[src/rtl/cnt_fifo_pkg.sv]
// Shared helpers for the counter-sourced FIFO: address-width wrapper, parameter sanity check, parity.
package cnt_fifo_pkg;

  // Widest data word the parity helper folds; wider DW would be truncated.
  localparam int PAR_MAXW = 128;

  function automatic int addr_width(input int depth);
    return (depth > 1) ? $clog2(depth) : 1;
  endfunction

  function automatic bit is_pow2(input int v);
    return (v > 0) && ((v & (v - 1)) == 0);
  endfunction

  function automatic bit cfg_ok(input int depth, input int afull_th, input int aempty_th);
    return is_pow2(depth) && (depth >= 4) && (afull_th <= depth) && (aempty_th < afull_th);
  endfunction

  // Even parity bit: the stored word {p, data} always has an even number of ones.
  function automatic logic even_parity(input logic [PAR_MAXW-1:0] d);
    return ^d;
  endfunction

endpackage

[src/rtl/cnt_fifo_stream_ram.sv]
// Simple dual-port RAM for cnt_fifo_stream: one write port, one registered read-first read port.
module cnt_fifo_stream_ram #(
  parameter int WIDTH = 20,
  parameter int DEPTH = 64,
  parameter int AW    = 6
) (
  input  logic             clk,
  input  logic             rstn,
  input  logic             wr_en,
  input  logic [AW-1:0]    waddr,
  input  logic [WIDTH-1:0] wdata,
  input  logic             rd_en,
  input  logic [AW-1:0]    raddr,
  output logic [WIDTH-1:0] rdata
);

  logic [WIDTH-1:0] mem [DEPTH];

  // NOTE: the storage array has no reset so it maps onto block RAM; only the output register is reset.
  always_ff @(posedge clk) begin
    if (wr_en) mem[waddr] <= wdata;
  end

  // Output register only loads on an accepted read, so rdata holds its last value otherwise.
  always_ff @(posedge clk or negedge rstn) begin
    if (!rstn)      rdata <= '0;
    else if (rd_en) rdata <= mem[raddr];
  end

endmodule

[src/rtl/cnt_fifo_stream.sv]
// Counter-sourced synchronous FIFO with registered status flags and occupancy.
// Optional macro CNT_FIFO_PARITY_EN: stores even parity per word and adds a par_err output.
module cnt_fifo_stream
  import cnt_fifo_pkg::*;
#(
  parameter int DW        = 20,
  parameter int DEPTH     = 64,
  parameter int STEP      = 1,
  parameter int CNT_INIT  = 0,
  parameter int AFULL_TH  = 60,
  parameter int AEMPTY_TH = 4,
  localparam int AW       = addr_width(DEPTH)
) (
  input  logic          clk,
  input  logic          rstn,
  input  logic          en,
  input  logic          down,
  input  logic          clr,
  input  logic          re,
  output logic [DW-1:0] q,
  output logic          q_valid,
  output logic          full,
  output logic          empty,
  output logic          afull,
  output logic          aempty,
  output logic          stall,
  output logic          underflow,
`ifdef CNT_FIFO_PARITY_EN
  output logic          par_err,
`endif
  output logic [AW:0]   wrcnt
);

  if (!cfg_ok(DEPTH, AFULL_TH, AEMPTY_TH)) begin : g_bad_cfg
    $error("cnt_fifo_stream: DEPTH must be a power of two >= 4, AFULL_TH <= DEPTH, AEMPTY_TH < AFULL_TH");
  end

`ifdef CNT_FIFO_PARITY_EN
  localparam int WW = DW + 1;
`else
  localparam int WW = DW;
`endif

  localparam logic [AW:0]   FULL_V   = (AW+1)'(DEPTH);
  localparam logic [AW:0]   AFULL_V  = (AW+1)'(AFULL_TH);
  localparam logic [AW:0]   AEMPTY_V = (AW+1)'(AEMPTY_TH);
  localparam logic [AW:0]   CNT_ONE  = {{AW{1'b0}}, 1'b1};
  localparam logic [AW-1:0] PTR_ONE  = {{(AW-1){1'b0}}, 1'b1};
  localparam logic [DW-1:0] STEP_V   = DW'(STEP);
  localparam logic [DW-1:0] INIT_V   = DW'(CNT_INIT);

  logic [DW-1:0] cnt;
  logic [AW-1:0] wptr, rptr;
  logic [AW:0]   count_nxt;
  logic          wr_ok, rd_ok;
  logic [WW-1:0] wdata, rdata;

  // Flags are from the current cycle, so a full FIFO refuses the write even if a read frees a slot.
  assign wr_ok = en & ~full  & ~clr;
  assign rd_ok = re & ~empty & ~clr;

  // NOTE: default assignment first so every path drives count_nxt and no latch is inferred.
  always_comb begin
    count_nxt = wrcnt;
    case ({wr_ok, rd_ok})
      2'b10:   count_nxt = wrcnt + CNT_ONE;
      2'b01:   count_nxt = wrcnt - CNT_ONE;
      default: count_nxt = wrcnt;
    endcase
    if (clr) count_nxt = '0;
  end

`ifdef CNT_FIFO_PARITY_EN
  assign wdata   = {even_parity(PAR_MAXW'(cnt)), cnt};
  assign par_err = q_valid & (^rdata);
`else
  assign wdata   = cnt;
`endif
  assign q = rdata[DW-1:0];

  cnt_fifo_stream_ram #(
    .WIDTH (WW),
    .DEPTH (DEPTH),
    .AW    (AW)
  ) u_ram (
    .clk   (clk),
    .rstn  (rstn),
    .wr_en (wr_ok),
    .waddr (wptr),
    .wdata (wdata),
    .rd_en (rd_ok),
    .raddr (rptr),
    .rdata (rdata)
  );

  // NOTE: sequential state uses non-blocking assignments so all registers update from pre-edge values.
  always_ff @(posedge clk or negedge rstn) begin
    if (!rstn) begin
      cnt       <= INIT_V;
      wptr      <= '0;
      rptr      <= '0;
      wrcnt     <= '0;
      full      <= 1'b0;
      empty     <= 1'b1;
      afull     <= 1'b0;
      aempty    <= 1'b1;
      stall     <= 1'b0;
      underflow <= 1'b0;
      q_valid   <= 1'b0;
    end else begin
      wrcnt     <= count_nxt;
      full      <= (count_nxt == FULL_V);
      empty     <= (count_nxt == '0);
      afull     <= (count_nxt >= AFULL_V);
      aempty    <= (count_nxt <= AEMPTY_V);
      stall     <= en & full & ~clr;
      underflow <= re & empty & ~clr;
      q_valid   <= rd_ok;
      if (clr) begin
        cnt  <= INIT_V;
        wptr <= '0;
        rptr <= '0;
      end else begin
        if (wr_ok) begin
          wptr <= wptr + PTR_ONE;
          cnt  <= down ? (cnt - STEP_V) : (cnt + STEP_V);
        end
        if (rd_ok) rptr <= rptr + PTR_ONE;
      end
    end
  end

endmodule

[config.mk]
export PLATFORM = sky130hd
export DESIGN_NAME = cnt_fifo_stream
export DESIGN_NICKNAME = d
export VERILOG_FILES = /design/src/rtl/cnt_fifo_pkg.sv /design/src/rtl/cnt_fifo_stream_ram.sv /design/src/rtl/cnt_fifo_stream.sv
export SDC_FILE = /design/constraint.sdc
export NUM_CORES = 1
export LEC_CHECK = 0
export BUFFER_PORTS_ARGS = -buffer_cell sky130_fd_sc_hd__clkbuf_2
export CAP_MARGIN = 10
export CORE_ASPECT_RATIO = 0.8
export CORE_MARGIN = 4
export CORE_UTILIZATION = 40
export DETAILED_ROUTE_END_ITERATION = 10
export SLEW_MARGIN = 40
export SYNTH_ARGS = -nofsm -noshare
export SYNTH_HDL_FRONTEND = slang
export SYNTH_SLANG_ARGS = --single-unit
[constraint.sdc]
create_clock -name clk -period 5.9 [get_ports clk]
set_input_delay 0.59 -clock clk [delete_from_list [all_inputs] [get_ports clk]]
set_output_delay 0.59 -clock clk [all_outputs]
set_load 0.02 [all_outputs]
# Word-level counts from Yosys, hierarchy flattened
# Memory sizes are Yosys's and may differ from the RTL's. A register that Yosys moved wholly into a read port is not among the register bits.
# Index checks and enable logic that the tools add are counted.
totals:
  wordCells: 49
  ramBits: 1280
  memories: 1
  mem_bits_ro: 0
  input_bits: 6
  regBits: 46
  latchBits: 0
  output_inout_bits: 34
op_classes:
  eq_ne: 3
  magnitude_cmp: 2
  reduce_logical: 4
  shifts: 0
  mux: 11
  addsub: 6
  bitwise: 11
  div_mod_pow: 0
  multipliers: 0
memory_table:
  columns: ["name", "depth", "word_bits", "read_ports", "rd_clocked_by_memory_dff", "wr", "line_no", "rtl"]
  rows:
  - ["u_ram.mem", 64, 20, 1, 1, 1, "cnt_fifo_stream_ram.sv:17", "logic [WIDTH-1:0] mem [DEPTH];"]
ops:
  columns: ["cell", "n"]
  rows:
  - ["two-way mux 20 bit", 3]
  - ["two-way mux 6 bit", 4]
  - ["adder 20 x 1 -> 20 bit (second input constant)", 1]
  - ["subtractor 20 x 1 -> 20 bit (second input constant)", 1]
  - ["case mux 7 bit (2 select lines)", 1]
  - ["adder 6 x 1 -> 6 bit (second input constant)", 2]
  - ["bitwise AND 1 bit", 8]
  - ["adder 7 x 1 -> 7 bit (second input constant)", 1]
  - ["equality test 7 bit (second input constant)", 1]
  - ["greater-or-equal comparator 7 x 6 -> 1 bit (second input constant)", 1]
  - ["less-or-equal comparator 7 x 3 -> 1 bit (second input constant)", 1]
  - ["logical NOT 7 bit", 1]
  - ["two-way mux 7 bit", 1]
  - ["subtractor 7 x 1 -> 7 bit (second input constant)", 1]
  - ["nonzero test 2 bit", 2]
  - ["inverter 1 bit", 3]
  - ["equality test 2 x 1 -> 1 bit (second input constant)", 1]
  - ["equality test 2 bit (second input constant)", 1]
  - ["two-way mux 1 bit", 2]
  - ["logical NOT 1 bit", 1]

# Depth between registers and ports, before layout
# Gate-level depths: netlist of run 1.
depth:
  ltp_word: 7
  ltp_mapped: 15
  depth_no_buf: 13

# Modules after synthesis
# From an unflattened synthesis of run 1, not the netlist that was laid out.
hier_totals:
  cells_unflattened: 2785
  hier_area_um2: 53337.4
by_module_without_submodules:
  columns: ["module", "instances", "cells_per_inst", "area_per_inst_um2", "seq_area_each_um2"]
  rows:
  - ["cnt_fifo_stream_ram", 1, 2448, 50315.8, 38937.3]
  - ["cnt_fifo_stream", 1, 337, 3021.6, 1153.6]

# Least setup slack after synthesis of run 1
# Ideal clock, no wire load.
synth_path:
  kind: "input to register"
  startpoint: "in clr"
  endpoint: "reg afull"
  path_buffers: 4
  setup_slack_ns: 2.531
  t_required_ns: 5.780
  arrival_time_ns: 3.249
  path_stages: 15
  setup_time_ns: 0.120
  cell_sequence: "buf_2 -> or3b_2 -> clkbuf_1 -> inv_1 -> clkbuf_1 -> ha_1 -> clkbuf_1 -> a21oi_1 -> nor2b_1 -> o21ai_0 -> a21o_1 -> a31oi_1 -> xnor2_1 -> nor2_1 -> a41o_1"
synth_via:
  elab_chain_cells: 6
synth_rtl:
  columns: ["item", "line_no", "rtl"]
  rows:
  - ["from (decl)", "cnt_fifo_stream.sv:18", "input logic clr,"]
  - ["inverter 1 bit", "cnt_fifo_stream.sv:59, cnt_fifo_stream.sv:60", null]
  - ["bitwise AND 1 bit, on equally long branches", "cnt_fifo_stream.sv:60, cnt_fifo_stream.sv:59", null]
  - ["equality test 2 x 1 -> 1 bit or equality test 2 bit (tied branches)", "cnt_fifo_stream.sv:65", "case ({wr_ok, rd_ok})"]
  - ["case mux 7 bit (2 select lines)", "cnt_fifo_stream.sv:65", null]
  - ["two-way mux 7 bit (*)", "cnt_fifo_stream.sv:70", "if (clr) count_nxt = '0;"]
  - ["net count_nxt[4]", "cnt_fifo_stream.sv:54", "logic [AW:0] count_nxt;"]
  - ["greater-or-equal comparator 7 x 6 -> 1 bit (*)", "cnt_fifo_stream.sv:114", "afull <= (count_nxt >= AFULL_V);"]
  - ["to (signal assigned)", "cnt_fifo_stream.sv:114", null]
  - ["to (decl)", "cnt_fifo_stream.sv:24", "output logic afull,"]
# The timed path passes the listed nets; every way through them passes the cells marked *.
# A chain may end at the register's enable or synchronous reset.

# Worst setup path in the final report of run 1
layout_path:
  startpoint: "reg empty"
  endpoint: "reg full"
layout_via:
  elab_chain_cells: 7
layout_rtl:
  columns: ["item", "line_no", "rtl"]
  rows:
  - ["from (decl)", "cnt_fifo_stream.sv:23", "output logic empty,"]
  - ["from (signal assigned)", "cnt_fifo_stream.sv:113", "empty <= (count_nxt == '0);"]
  - ["inverter 1 bit (*)", "cnt_fifo_stream.sv:60", "assign rd_ok = re & ~empty & ~clr;"]
  - ["bitwise AND 1 bit (*) (2 in a row)", "cnt_fifo_stream.sv:60", null]
  - ["equality test 2 x 1 -> 1 bit or equality test 2 bit (tied branches)", "cnt_fifo_stream.sv:65", null]
  - ["case mux 7 bit (2 select lines) (*)", "cnt_fifo_stream.sv:65", null]
  - ["two-way mux 7 bit (*)", "cnt_fifo_stream.sv:70", null]
  - ["net count_nxt[2]", "cnt_fifo_stream.sv:54", null]
  - ["equality test 7 bit (*)", "cnt_fifo_stream.sv:112", "full <= (count_nxt == FULL_V);"]
  - ["to (signal assigned)", "cnt_fifo_stream.sv:112", null]
  - ["to (decl)", "cnt_fifo_stream.sv:22", "output logic full,"]
# Marked as above.

==> summary.md, run 1 <==
* finished, final reports clean — run status
* input port to register — type of the tightest min-delay check
* 72.61 mm — post-DP HPWL
* 0 — Max Slew Vio Count
* sky130_fd_sc_hd__edfxtp_1 — leading cell type in the layout, fill and taps excluded
* 1497 ps — post-place setup slack
* 76.45% — sequential area share after synthesis
* 40 — num ports
* 10500 — filler cell count
* 3860 ps — post-layout minimum cycle time
* 1346 — synthesis-stage register bit count
* 12 — reg2reg path depth
* 179.7 mm — global-route wire length before repair
* 30.10 ps — Max Clock Skew
* sky130_fd_sc_hd__edfxtp_1 — post-synth top area cell
* yes — CTS tree
* 0 — maxcap violations
* 412.8 um — Die Span X
* 18.27% — GRT Total Usage
* 52440 um^2 — Cell Area, Synth
* 124.4 mm — Detailed Route WL
* 349.8 nW/um^2 — power density of the placed cells
* 24 — critical-path maximum fanout
* 2317 — number of cells produced by synthesis
* 6470 ps — Data required, critical path
* 73.29% — top cell type's share of synthesized area
* 0.3005 mV — maximum vdd drop
* 53 — number of unique standard cell types used by synthesis
* 2346 — Synthesized Nets
* 65.42% — share of the clock period used by the worst path after layout
* sky130_fd_sc_hd__or3b_2 — master of the slowest instance on the critical path
* 0 — Final Hold Viols
* 24660 — vias in the first global route
* 4.903% — Post-synth ARST share
* 331.9 um — vertical die dimension
* 2 — cell count of the worst hold path
* 132 — cts bufs inserted
* 28.93 um — average wire per cell in the routed design
* 118 — std cell rows
* full — capture instance of the worst register-to-register path
* 4 — H-tree depth
* 0 — final number of setup-violating endpoints
* 40.41% — initial standard-cell utilization of the core
* 137000 um^2 — DIE AREA
* 2040 ps — final worst-path setup slack
* 780 ps — delay of the slowest critical-path stage
* re — Worst Hold Launch
* 730 ps — clock insertion delay at the later pin of the skew report
* 0 — count of yosys warnings during synthesis
* 67 — maximum number of pins on one net before global-route repair
* 39 — count of port buffers added during placement
* 0.7962 — routability congestion estimate
* 0 ps — post-route setup TNS
* 0 — total setup buffers inserted after CTS
* 60 ps — clock-pin slew on the worst setup and hold paths
* no — RSZ-0062 raised after global routing
* register — startpoint class of the critical path
* 1280 x sky130_fd_sc_hd__edfxtp_1, 420 x sky130_fd_sc_hd__mux4_2, 135 x sky130_fd_sc_hd__clkbuf_16 — commonest cells after routing, fill and taps aside
* 20.91 mW — overall power of the completed layout
* 5 — TritonRoute pass-1 iters
* 13.99% — growth of design area from synthesis to finish
* register — critical path endpoint category
* 59780 um^2 — area of all placed cells without fillers
* 41.70% — Slew HR
* 5.711 — via count normalized by instance count
* 4430 ps — data arrival at the endpoint of the critical path
* 1346 — Num Clock Sinks
* 3194 — violation count after the first detailed-routing iteration
* 0 — count of nets left with antenna violations after detail routing
* 129800 um^2 — Core Area
* 7 — number of antenna violations at the first check in global routing
* 872.0 ps — transition time at the pin with the least slew margin
* 2040 ps — internal reg-to-reg setup slack
* register to register — type of the worst setup path
* 24560 — total number of vias
* 0.2591 GHz — maximum achievable frequency
* 2490 — final net count
* 3 — CTS max path bufs
* 22.63 um^2 — mean post-synth cell area
* 55580 um^2 — area after detailed placement
* 0 — total congestion overflow after global routing
* 18.53 nW — static leakage
* 32.34% — fraction of final layout cells with drive strength greater than 1
* sky130_fd_sc_hd__edfxtp_1 — main flop type after synthesis
* sky130_fd_sc_hd__edfxtp_1 73%, sky130_fd_sc_hd__mux4_2 18%, sky130_fd_sc_hd__dfrtp_1 3.1% — Synth area leaders
* 1280 — number of enable-type register cells in the synthesized netlist
* empty — startpoint of the lowest-slack register-to-register path
* 0 — drt drc
* or3b_2, inv_1, buf_4, nand2_1, xnor2_1, ha_1, a21oi_1, xnor2_1, or3_1, a21oi_1, or2_2, nor4_1 — series of cell instances along the critical path
* sky130_fd_sc_hd__clkbuf_16 — Clock Tree Root
* underflow — end point of the most critical hold path
[logic make-up after synthesis]
kind of cell | after synthesis | share of synthesized area (%)
flip-flops | 1346 | 76.45
multiplexers | 424 | 18.11
AND/OR/NAND/NOR | 269 | 2.216
buffers and inverters | 133 | 1.076
AO/OA/AOI/OAI | 91 | 1.069
XOR/XNOR | 31 | 0.5177
adder cells (fa/ha/maj) | 23 | 0.5630
[per-stage QoR]
step           hold slack [ps]  util [%]  cells
6_report                 166.3     46.06   4300
5_1_grt                  134.4     46.06   4297
4_1_cts                  111.0     45.95   4290
3_5_place_dp             488.3     42.83   4059
3_3_place_gp             476.6     42.59   4052
2_1_floorplan            294.4         -   2317
[power breakdown]
| group | switching (mW) | leakage (nW) | total (mW) | internal [mW] |
|---|---|---|---|---|
| Sequential | 0.133 | 12.6 | 11.0 | 10.8 |
| Combinational | 1.20 | 3.96 | 1.92 | 0.723 |
| Clock | 3.44 | 1.98 | 8.01 | 4.57 |
| Total | 4.77 | 18.5 | 20.9 | 16.1 |
[sequential cells by signal, indices dropped and copies added (netlist names), 6 cells and up]
signal / flops
u_ram.mem: 1280
cnt: 20
u_ram.rdata: 20
wrcnt: 7
rptr: 6
wptr: 6
[worst max path at each step]
stage,startpoint,to,slack (ps),cells past startpoint
2_1_floorplan,clr,afull,2530,15
3_3_place_gp,clr,full,1590,16
3_5_place_dp,clr,aempty,1500,16
4_1_cts,empty,full,2150,12
5_1_grt,empty,full,1760,12
6_report,empty,full,2040,12
[Yosys cell counts, drive strengths merged (2+ instances only)]
cell	n
clkbuf	70
nor2b	6
nand4	4
nand3	16
inv	9
or3b	3
a31oi	4
a21oi	42
o21bai	3
xor2	12
nand3b	2
nand2	111
nor4	2
xnor2	19
edfxtp	1280
a21boi	2
mux4	420
o31ai	3
mux2i	4
and3	5
a211oi	2
dfstp	2
a21o	8
ha	22
o21ai	13
nor2	96
a31o	2
buf	54
dfrtp	64
nor3	4
or2	3
nand2b	5
or3	7
a41o	3
[routing by layer]
layer / share of wire, % / up-vias / wire (um) / global-route usage, %
met4: 1.6 / 2 / 1948 / 4.181
met5: 0.013 / - / 16 / 0
li1: - / 10060 / - / -
met3: 9.6 / 138 / 11960 / 4.724
met1: 44 / 13360 / 54780 / 28.09
met2: 45 / 1006 / 55700 / 26.31
[critical path: cells and delay by family, from the launching register on]
kind,cells,cell delay [ps]
buffers and inverters,2,490
and+or+nand+nor,5,1630
AOI/OAI and AO/OA,2,610
DFF,1,390
adders and majority gates,1,240
xor gates and xnor gates,2,340
[repair_timing]
item	4_1_cts	5_1_grt
hold endpoints to repair	64	0
hold buffers	1	0
gates resized for setup	0	0
[cell type report]
cell class	instances	area (um^2)	share of cell area [%]
Antenna cell	3	7.507	0.01256
Sequential cell	1346	40130	67.14
Inverter	9	33.78	0.05651
Tap cell	1740	2177	3.642
Clock inverter	66	550.5	0.9209
Multi-Input combinational cell	838	12110	20.26
Timing Repair Buffer	134	1279	2.139
Clock buffer	164	3487	5.833
Power figures use the tool's default switching activity.
==> run 2: changes to the inputs <==
ABC_AREA = 1   (was not set)
clock period = 3.7 ns   (was 5.9 ns; I/O delays follow)
==> run 2 against run 1 <==
Register-to-register slack worse by 1400 ps. Global-route usage up 2.5 points. Total power up 72%. Sequential cell count unchanged. Clock power up 61%. Non-clock buffer count up 62.
==> summary.md, run 2 <==
* 30.40 ps — Max Clock Skew, was 30.10 ps
* 70.83% — top cell type's share of synthesized area, was 73.29%
* 0 — final number of setup-violating endpoints, unchanged
* 0 — total congestion overflow after global routing, unchanged
* sky130_fd_sc_hd__edfxtp_1 — leading cell type in the layout, fill and taps excluded, unchanged
* yes — CTS tree, unchanged
* 0 — drt drc, unchanged
* 6 — number of antenna violations at the first check in global routing, was 7
* 46 — critical-path maximum fanout, was 24
* 135 — maximum number of pins on one net before global-route repair, was 67
* 10.72% — simple-gate portion of the synthesized area, was 2.216%
* 0.8119 — routability congestion estimate, was 0.7962
* 27.84% — switch share, was 22.82%
* 40 — num ports, unchanged
* 0.5341 mV — maximum vdd drop, was 0.3005 mV
* 4075 — violation count after the first detailed-routing iteration, was 3194
* sky130_fd_sc_hd__edfxtp_1 — most frequent cell after synthesis, unchanged
* buf_4, buf_4, o21ai_0, o22ai_1, nand2_1, o211ai_1, nand3_1, nand3_1, nand3_1, nand2_1 — series of cell instances along the critical path, was or3b_2, inv_1, buf_4, nand2_1, xnor2_1, ha_1, a21oi_1, xnor2_1, or3_1, a21oi_1, or2_2, nor4_1
* 337.4 um — vertical die dimension, was 331.9 um
* 0.1291% — Post-Synth XOR/XNOR Area, was 0.5177%
* 60 ps — clock-pin slew on the worst setup and hold paths, about the same
* buffers and inverters — Top Family by Delay on Critical Path, was simple AND/OR/NAND/NOR gates
* 42 — number of unique standard cell types used by synthesis, was 53
* 12970 um^2 — area taken by multi-input logic gates, was 12110 um^2
* 42.16% — Slew HR, was 41.70%
* sky130_fd_sc_hd__edfxtp_1 — post-synth top area cell, unchanged
* 66.38 mm — wire length the detailed router placed on met1, was 54.78 mm
* 4189 — number of cells produced by synthesis, was 2317
* 45.74% — share of the core filled with cells in the final layout, was 46.06%
* 7 — TritonRoute pass-1 iters, was 5
* 3 — CTS max path bufs, unchanged
* 148.3 mm — Detailed Route WL, was 124.4 mm
* 0 — Final Hold Viols, unchanged
* 73.88% — sequential area share after synthesis, was 76.45%
* register — critical path endpoint category, unchanged
* met5 — highest metal layer with signal wires, unchanged
* 867.7 ps — transition time at the pin with the least slew margin, was 872.0 ps
* u_ram.mem: 1280 flops, cnt: 20 flops, u_ram.rdata: 20 flops — registers with the most flip-flops, unchanged
* 4.903% — Post-synth ARST share, unchanged
* 3066 ps — post-layout minimum cycle time, was 3860 ps
* no — RSZ-0062 raised after global routing, unchanged
* sky130_fd_sc_hd__dfrtp_4 — master of the slowest instance on the critical path, was sky130_fd_sc_hd__or3b_2
* 633.8 ps — final worst-path setup slack, was 2040 ps
* finished, final reports clean — run status, unchanged
* 13.60 mm — met3 wire length, was 11.96 mm
* 141700 um^2 — DIE AREA, was 137000 um^2
* 4218 — Synthesized Nets, was 2346
* 4294 — final net count, was 2490
* 760 ps — clock insertion delay at the later pin of the skew report, was 730 ps
* 586.7 nW/um^2 — power density of the placed cells, was 349.8 nW/um^2
* input port to register — type of the tightest min-delay check, unchanged
* 419.8 um — Die Span X, was 412.8 um
* 39 — count of port buffers added during placement, unchanged
* 15.3% — fraction of power consumed by combinational cells, was 9.2%
* 1280 x sky130_fd_sc_hd__edfxtp_1, 822 x sky130_fd_sc_hd__nand2_1, 371 x sky130_fd_sc_hd__nor2_1, 332 x sky130_fd_sc_hd__o21ai_0 — most used standard cells in the synthesized netlist, was 1280 x sky130_fd_sc_hd__edfxtp_1, 420 x sky130_fd_sc_hd__mux4_2, 111 x sky130_fd_sc_hd__nand2_1, 95 x sky130_fd_sc_hd__nor2_1, 70 x sky130_fd_sc_hd__clkbuf_1
* sky130_fd_sc_hd__clkbuf_16 — Clock Tree Root, unchanged
* 653.6 ps — post-place setup slack, was 1497 ps
* 0 — count of nets left with antenna violations after detail routing, unchanged
* 134200 um^2 — Core Area, was 129800 um^2
* 81.14 mm — post-DP HPWL, was 72.61 mm
* sky130_fd_sc_hd__edfxtp_1 — main flop type after synthesis, unchanged
* 1346 — Num Clock Sinks, unchanged
* 120 — std cell rows, was 118
* register — startpoint class of the critical path, unchanged
* 710 ps — delay of the slowest critical-path stage, was 780 ps
* 12.95 um^2 — mean post-synth cell area, was 22.63 um^2
* 1346 — synthesis-stage register bit count, unchanged
* 64.05 mm — met2 wire length, was 55.70 mm
* 218.6 mm — global-route wire length before repair, was 179.7 mm
* simple AND/OR/NAND/NOR gates — dominant combinational cell family by area after synthesis, was multiplexers
* 40130 um^2 — area used by sequential logic in the layout, about the same
* 4 — H-tree depth, unchanged
* 25.99 mW — internal power summed over all cells, was 16.14 mW
* register to register — type of the worst setup path, unchanged
* 0 — maxcap violations, unchanged
* 1280 x sky130_fd_sc_hd__edfxtp_1, 820 x sky130_fd_sc_hd__nand2_1, 332 x sky130_fd_sc_hd__o21ai_0 — commonest cells after routing, fill and taps aside, was 1280 x sky130_fd_sc_hd__edfxtp_1, 420 x sky130_fd_sc_hd__mux4_2, 135 x sky130_fd_sc_hd__clkbuf_16
* sky130_fd_sc_hd__edfxtp_1 71%, sky130_fd_sc_hd__nand2_1 5.7%, sky130_fd_sc_hd__o21ai_0 3.1% — Synth area leaders, was sky130_fd_sc_hd__edfxtp_1 73%, sky130_fd_sc_hd__mux4_2 18%, sky130_fd_sc_hd__dfrtp_1 3.1%
* 10.03 mW — Psw, was 4.772 mW
* 13.15% — growth of design area from synthesis to finish, was 13.99%
* 32230 — vias in the first global route, was 24660
* sky130_fd_sc_hd__nand3_1 — Top cell by count, worst path
* 2.951% — proportion of synthesized area in mux cells, was 18.11%
* 0.5441% — adder and majority cell fraction of the synthesized area, was 0.5630%
* 82.87% — share of the clock period used by the worst path after layout, was 65.42%
* 54270 um^2 — Cell Area, Synth, was 52440 um^2
* 0 — count of yosys warnings during synthesis, unchanged
* 3750 ps — data arrival at the endpoint of the critical path, was 4430 ps
* 1280 — number of enable-type register cells in the synthesized netlist, unchanged
* 35.7% — clock group share of total power, was 38.3%
* 9.167% — compound-cell area share of the yosys netlist, was 1.069%
* 86.04 ps — worst hold margin, was 166.3 ps
* 21.47 nW — static leakage, was 18.53 nW
* 12030 — filler cell count, was 10500
* 24.15 um — average wire per cell in the routed design, was 28.93 um
* 40.43% — initial standard-cell utilization of the core, was 40.41%
* 2 — Crit path buffers/inverters, unchanged
* 4380 ps — Data required, critical path, was 6470 ps
* 1280 — max FFs per register, unchanged
* 0.3261 GHz — maximum achievable frequency, was 0.2591 GHz
* 5.539 — via count normalized by instance count, was 5.711
* 133 — cts bufs inserted, was 132
* u_ram.mem — register ranked first by flip-flop count, unchanged
* 34020 — total number of vias, was 24560
* 20.79% — GRT Total Usage, was 18.27%
* 0 — total setup buffers inserted after CTS, unchanged
* 0 — Max Slew Vio Count, unchanged
* 11.02% — fraction of final layout cells with drive strength greater than 1, was 32.34%
* 49.0% — portion of total power attributed to sequential cells, was 52.5%
==> run 2: power groups by stage <==
stage	logic (mW)	registers, mW	clock network [mW]
2_1_floorplan	3.02	18.2	0
3_3_place_gp	5.37	18.0	0
3_5_place_dp	5.44	18.0	0
4_1_cts	5.45	17.7	13.1
5_1_grt	6.03	17.7	13.7
6_report	5.50	17.7	12.9
==> run 2: cells by family after synthesis <==
family	Yosys count
and+or+nand+nor	1449
DFF	1346
AOI/OAI and AO/OA	873
buffers and inverters	330
muxes	160
adders and majority gates	23
xor gates and xnor gates	8
==> run 2: final timing paths <==
kind / startpoint / end / slack (ps) / cells after the start
max in group asynchronous: rstn / aempty / 2870 / 3
min: clr / stall / 90 / 3
max reg2reg: rptr[0] / u_ram.rdata[16] / 630 / 10
min in group asynchronous: rstn / cnt[4] / 170 / 2
min reg2reg: u_ram.rdata[1] / u_ram.rdata[1] / 480 / 2
max: rptr[0] / u_ram.rdata[16] / 630 / 10
==> run 2: layout make-up <==
| cell class | instances | area share, % |
|---|---|---|
| antenna | 1 | 0.004075 |
| clock buffer | 178 | 5.830 |
| clock inverter | 64 | 0.7601 |
| inverter | 75 | 0.4850 |
| multi-input combinational | 2513 | 21.13 |
| sequential | 1346 | 65.36 |
| tap | 1769 | 3.605 |
| timing repair buffer | 196 | 2.834 |
==> run 2: metal layers <==
metal  up-vias  track usage, %
li1      15540               -
met4         2           6.535
met1     16860           30.82
met3       213           4.919
met2      1404           30.29
met5         -               0
==> run 2: per-stage QoR <==
| step | instances | power [mW] | area (um^2) | setup TNS [ps] |
|---|---|---|---|---|
| global placement | 5892 | 23.38 | 57180 | 0 |
| CTS | 6138 | 36.21 | 61290 | 0 |
| floorplan | 4189 | 21.26 | 54270 | -7145 |
| global route | 6141 | 37.46 | 61400 | 0 |
| finish | 6142 | 36.02 | 61400 | 0 |
| detailed placement | 5893 | 23.45 | 57220 | 0 |
==> run 2: tightest hold or removal path: cells and delay by family <==
family                 cells  cell delay (ps)
AND/OR/NAND/NOR            1               80
buffers and inverters      2              350
==> run 2: repair_timing <==
item / CTS / global route
hold endpoints to repair: 58 / 0
gates resized for setup: 0 / 0
hold buffers: 3 / 0
